===== src/rtl/cruise_pkg.sv =====
// Shared definitions for the cruise scheduler: state encoding, datapath step and op encoding.
package cruise_pkg;

    typedef enum logic [1:0] {
        ST_OFF    = 2'd0,
        ST_ARMED  = 2'd1,
        ST_CRUISE = 2'd2,
        ST_HOLD   = 2'd3
    } state_t;

    localparam logic [7:0] STEP   = 8'd5;
    localparam logic       OP_ADD = 1'b0;
    localparam logic       OP_SUB = 1'b1;

    // Magnitude of the gap between two speeds.
    function automatic logic [7:0] abs_diff(input logic [7:0] a, input logic [7:0] b);
        return (a > b) ? (a - b) : (b - a);
    endfunction

endpackage


===== src/rtl/add_sub.sv =====
// Shared 8-bit add/subtract-by-STEP unit; saturates when CRUISE_SCHED_SAT_EN is defined,
// otherwise wraps modulo 256.
module add_sub
    import cruise_pkg::*;
(
    input  logic [7:0] a,
    input  logic       sub,
    output logic [7:0] result,
    output logic       carry
);

    logic [7:0] operand_b;
    logic [8:0] sum;

    // Subtraction as a + ~STEP + 1, so carry-out high means no borrow.
    always_comb begin
        operand_b = (sub == OP_SUB) ? ~STEP : STEP;
        sum       = {1'b0, a} + {1'b0, operand_b} + {8'd0, sub};
        carry     = sum[8];
    end

`ifdef CRUISE_SCHED_SAT_EN
    always_comb begin
        if ((sub == OP_ADD) && carry) begin
            result = 8'd255;
        end else if ((sub == OP_SUB) && !carry) begin
            result = 8'd0;
        end else begin
            result = sum[7:0];
        end
    end
`else
    always_comb begin
        result = sum[7:0];
    end
`endif

endmodule


===== src/rtl/cruise_sched.sv =====
// Cruise-control scheduler: prioritised request decode, one shared +/-5 datapath,
// target regulation. Saturating arithmetic is selected with CRUISE_SCHED_SAT_EN.
//
// state     | meaning
// ----------+------------------------------------------------------
// ST_OFF    | cruise disarmed, driver adjusts speed directly
// ST_ARMED  | cruise armed, waiting for a valid set
// ST_CRUISE | regulating speed toward cruise_speed
// ST_HOLD   | braked out of cruise, target retained for resume
module cruise_sched
    import cruise_pkg::*;
#(
    parameter logic [7:0] MIN_CRUISE = 8'd45
) (
    input  logic       clk,
    input  logic       reset,
    input  logic       on,
    input  logic       off,
    input  logic       set,
    input  logic       brake,
    input  logic       accel,
    input  logic       decel,
    output logic [7:0] speed,
    output logic [7:0] cruise_speed,
    output logic [1:0] state,
    output logic       op_valid,
    output logic       op_sub
);

    state_t     state_q, state_n;
    logic [7:0] speed_q, speed_n;
    logic [7:0] cruise_q, cruise_n;
    logic       op_valid_q, op_sub_q;

    logic req_brake, req_on, req_set, req_accel, req_decel, req_none;

    logic       op_en;
    logic       op_sub_c;
    logic       op_cruise;
    logic       floor_en;
    logic       cap;
    logic       clr;
    logic       snap;
    logic [7:0] op_a;
    logic [7:0] op_result;
    logic       op_carry;
    logic [7:0] gap;
    logic       set_ok;

    // Only the highest-priority request survives; off is handled separately above all.
    always_comb begin
        req_brake = brake;
        req_on    = on    & ~brake;
        req_set   = set   & ~brake & ~on;
        req_accel = accel & ~brake & ~on & ~set;
        req_decel = decel & ~brake & ~on & ~set & ~accel;
        req_none  = ~(brake | on | set | accel | decel);
    end

    always_comb begin
        gap    = abs_diff(speed_q, cruise_q);
        set_ok = (speed_q >= MIN_CRUISE);
    end

    always_comb begin
        state_n   = state_q;
        op_en     = 1'b0;
        op_sub_c  = OP_ADD;
        op_cruise = 1'b0;
        floor_en  = 1'b0;
        cap       = 1'b0;
        clr       = 1'b0;
        snap      = 1'b0;
        if (off) begin
            state_n = ST_OFF;
            clr     = 1'b1;
        end else begin
            unique case (state_q)
                ST_OFF: begin
                    clr = 1'b1;
                    if (req_brake || req_decel) begin
                        op_en    = 1'b1;
                        op_sub_c = OP_SUB;
                    end else if (req_on) begin
                        state_n = ST_ARMED;
                    end else if (req_accel) begin
                        op_en = 1'b1;
                    end
                end
                ST_ARMED: begin
                    if (req_brake || req_decel) begin
                        op_en    = 1'b1;
                        op_sub_c = OP_SUB;
                    end else if (req_set && set_ok) begin
                        cap     = 1'b1;
                        state_n = ST_CRUISE;
                    end else if (req_accel) begin
                        op_en = 1'b1;
                    end
                end
                ST_CRUISE: begin
                    if (req_brake) begin
                        op_en    = 1'b1;
                        op_sub_c = OP_SUB;
                        state_n  = ST_HOLD;
                    end else if (req_set && set_ok) begin
                        cap = 1'b1;
                    end else if (req_accel) begin
                        op_en     = 1'b1;
                        op_cruise = 1'b1;
                    end else if (req_decel) begin
                        op_en     = 1'b1;
                        op_cruise = 1'b1;
                        op_sub_c  = OP_SUB;
                        floor_en  = 1'b1;
                    end else if (req_none && (gap != 8'd0)) begin
                        // Close gaps smaller than one step directly, without the datapath.
                        if (gap < STEP) begin
                            snap = 1'b1;
                        end else begin
                            op_en    = 1'b1;
                            op_sub_c = (speed_q > cruise_q) ? OP_SUB : OP_ADD;
                        end
                    end
                end
                ST_HOLD: begin
                    if (req_brake || req_decel) begin
                        op_en    = 1'b1;
                        op_sub_c = OP_SUB;
                    end else if (req_set && set_ok) begin
                        cap     = 1'b1;
                        state_n = ST_CRUISE;
                    end else if (req_accel) begin
                        state_n = ST_CRUISE;
                    end
                end
                default: state_n = ST_OFF;
            endcase
        end
    end

    assign op_a = op_cruise ? cruise_q : speed_q;

    add_sub u_add_sub (
        .a      (op_a),
        .sub    (op_sub_c),
        .result (op_result),
        .carry  (op_carry)
    );

    always_comb begin
        speed_n  = speed_q;
        cruise_n = cruise_q;
        if (op_en) begin
            if (op_cruise) begin
                if (floor_en && (!op_carry || (op_result < MIN_CRUISE))) begin
                    cruise_n = MIN_CRUISE;
                end else begin
                    cruise_n = op_result;
                end
            end else begin
                speed_n = op_result;
            end
        end
        if (cap) begin
            cruise_n = speed_q;
        end
        if (snap) begin
            speed_n = cruise_q;
        end
        if (clr) begin
            cruise_n = 8'd0;
        end
    end

    always_ff @(posedge clk) begin
        if (reset) begin
            state_q    <= ST_OFF;
            speed_q    <= 8'd0;
            cruise_q   <= 8'd0;
            op_valid_q <= 1'b0;
            op_sub_q   <= 1'b0;
        end else begin
            state_q    <= state_n;
            speed_q    <= speed_n;
            cruise_q   <= cruise_n;
            op_valid_q <= op_en;
            op_sub_q   <= op_en & op_sub_c;
        end
    end

    assign speed        = speed_q;
    assign cruise_speed = cruise_q;
    assign state        = state_q;
    assign op_valid     = op_valid_q;
    assign op_sub       = op_sub_q;

endmodule


===== config.mk =====
export PLATFORM = sky130hd
export DESIGN_NAME = cruise_sched
export DESIGN_NICKNAME = d
export VERILOG_FILES = /design/src/rtl/cruise_pkg.sv /design/src/rtl/add_sub.sv /design/src/rtl/cruise_sched.sv
export SDC_FILE = /design/constraint.sdc
export NUM_CORES = 1
export LEC_CHECK = 0
export ABC_AREA = 1
export CAP_MARGIN = 0
export CORE_ASPECT_RATIO = 1.4
export CORE_MARGIN = 2
export CORE_UTILIZATION = 58
export DETAILED_ROUTE_END_ITERATION = 8
export GPL_ROUTABILITY_DRIVEN = 0
export GPL_TIMING_DRIVEN = 0
export PLACE_DENSITY = 0.82
export SYNTH_ARGS = -nofsm -noshare
export SYNTH_HDL_FRONTEND = slang
export SYNTH_SLANG_ARGS = --single-unit

===== constraint.sdc =====
create_clock -name clk -period 4.6 [get_ports clk]
set_clock_uncertainty 0.15 [all_clocks]
set_input_delay 0.46 -clock clk [delete_from_list [all_inputs] [get_ports clk]]
set_output_delay 0.46 -clock clk [all_outputs]
set_load 0.1 [all_outputs]

==> flow_summary.toml <==
[cells_and_area]
syn_to_final_growth_pct = 26.93
drive_gt1_frac = 0.1791
finalNetCount = 502
antenna_cells = 0
nFillCells = 337

[global_routing]
grt_pass1_vias = 2592
grtUsageMet3 = 0.01575
grt_max_degree = 12
antenna_found_initial = 0
busiest_layer = "met2"
met1_usage = 0.3479
overflow = 0
grt_usage = 0.2961
grt_pass1_wl_mm = 11.27
met2_usage = 0.5435

[detailed_routing]
routed_wl_mm = 7.509
drt_iter0_drc = 220
ant_nets = 0
wire_per_inst_um = 14.61
vias = 2959
route.detailed.drc = 0
vias_per_cell = 5.757
drt_pass1_iterations = 6

[logic_synthesis]
synth_flop_cell = "dfxtp_1"
synth_mux_area_frac = 0
synthXorXnorAreaFrac = 0.02778
synth_area_leaders = "nand2_1, dfxtp_1, ha_1"
synth_top_cell_by_area = "nand2_1"
ys_warn_count = 0
syn_inst = 429
syn_nets = 461
synthesis.area_um2 = 2522
synth_compound_area_frac = 0.1344
synth_top_family_by_area = "simple AND/OR/NAND/NOR gates"
synth_cell_type_count = 37
synth.avg_cell_area_um2 = 5.880
async_flop_share = 0
ys_seq_elements = 20
synth-adder-area-share = 0.1220
yosys.area_share.simple = 0.4216
yosysMostFrequentCell = "nand2_1"
yosysSeqAreaShare = 0.1587
synth-edff-count = 0
synth_top_area_frac = 0.1905
synthTopCellsByCount = "nand2_1, inv_1, nand3_1, nor2_1, a21oi_1"

[clock_network]
clockBufferDepth = 2
clk_pin_slew_worst_paths_ps = 70
postCtsHoldBufs = 0
numCtsBuffers = 3
cts_num_sinks = 20
root_buffer = "clkbuf_8"
clock_latency_ps = 260
cts_tree = "done"
htree_levels = 1

[critical_path]
critPathKind = "reg -> reg"
path_max_fanout = 7
cp.arrival_ps = 4410
path_delay_family = "simple AND/OR/NAND/NOR gates"
start_kind = "flop"
slowest_stage = "dfxtp_4"
endpoint_kind = "flop"
cp_slowest_stage_delay_ps = 370
required_ps = 4610
cp.buffers_inverters = 7
critPathMostFrequentCell = "nand3_1"

[sta]
max_freq_mhz = 227.0
maxSlewHeadroom = 0.3537
hold_violations = 0
layout_min_cycle_time_ps = 4405
max_slew.worst_pin.slew_ps = 966.4
setup_viol = 0
post-route-period-util = 0.9576
holdWs_ps = 365.2
slew_viol_final = 0

[power]
peakVddDrop_v = 0.0001625
total_power_uw = 733.6
p_per_area_nw_per_um2 = 229.1
p_leak_uw = 0.001563

[floorplan]
io_pins = 28
start_util = 0.6000
core_area_um2 = 4204
fp.dieArea_um2 = 4900
die_h_um = 82.03
die_x_um = 59.74
num_rows = 28

[place]
dpl.hpwl_mm = 5.625
numPortBuffers = 27

[outcome]
status = "finished, final reports clean"

[worst_hold_path]
hold_class = "reg -> reg"

[flow_run]
cap_violations = 0
final cells by class:
cell class / instances / area, um2 / area share
Buffer: 6 / 45.04 / 0.01407
Multi-Input combinational cell: 322 / 1963 / 0.6131
Clock buffer: 4 / 55.05 / 0.01719
Timing Repair Buffer: 36 / 354.1 / 0.1106
Inverter: 81 / 306.5 / 0.09574
Sequential cell: 20 / 421.7 / 0.1317
Tap cell: 45 / 56.30 / 0.01758
cell usage in the layout, fill, tap and decap left out, types with 8 or more instances in the layout:
master	instances
nand2_1	119
inv_1	74
nand3_1	45
clkdlybuf4s50_1	27
nor2_1	26
a21oi_1	21
ha_1	17
nand2_2	12
nand4_1	10
dfxtp_1	9
dfxtp_2	8
worst min-delay path, stage by stage (launching register included):
cell and delay (ps):
dfxtp_2 340, nand3_1 80, a21oi_1 60
where the power goes:
group / switching, uW / internal, uW / total, uW
clock: 57.7 / 76.2 / 134
sequential: 8.91 / 179 / 188
combinational: 268 / 144 / 412
registers in the layout, indices dropped and copies added, names as in the netlist:
signal / count
state: 2
cruise_speed: 8
speed: 8
op_valid: 1
op_sub: 1
cell families (layout without fill, tap and decap cells):
logic type,after synthesis,in the layout
AOI/OAI and AO/OA,56,56
xor gates and xnor gates,8,8
adders and majority gates,24,24
buffers and inverters,87,127
DFF,20,20
and+or+nand+nor,234,234
routing by layer:
layer / wire length, um / share of wire
met1: 2889 / 0.38
met4: 306 / 0.041
met3: 385 / 0.051
met5: 0 / 0
met2: 3928 / 0.52
path summary, 6_finish.rpt:
path	startpoint	to	slack, ps	cells past startpoint
max	speed[2]$_SDFFE_PP0P_	cruise_speed[1]$_SDFFE_PP0P_	190	32
min	speed[0]$_SDFFE_PP0P_	speed[0]$_SDFFE_PP0P_	370	2
max reg2reg	speed[2]$_SDFFE_PP0P_	cruise_speed[1]$_SDFFE_PP0P_	190	32
min reg2reg	speed[0]$_SDFFE_PP0P_	speed[0]$_SDFFE_PP0P_	370	2
repair_timing:
action	CTS	global route
pin swaps	1	14
buffers inserted	1	8
resized for setup	9	41
endpoints found under the setup margin	8	11
per-stage QoR:
| stage | utilization | worst slack (ps) | instance area (um2) | std cells | setup TNS [ps] |
|---|---|---|---|---|---|
| after floorplan | - | 13.88 | 2536 | 429 | 0 |
| after global placement | 0.6810 | -152.2 | 2863 | 501 | -479.6 |
| after detailed placement | 0.6810 | -221.7 | 2863 | 501 | -844.9 |
| after CTS | 0.7039 | 8.847 | 2959 | 506 | 0 |
| after global routing | 0.7616 | -52.95 | 3202 | 514 | -186.8 |
| final | 0.7616 | 195.0 | 3202 | 514 | 0 |
No activity file was read; power rests on OpenSTA's default activity.
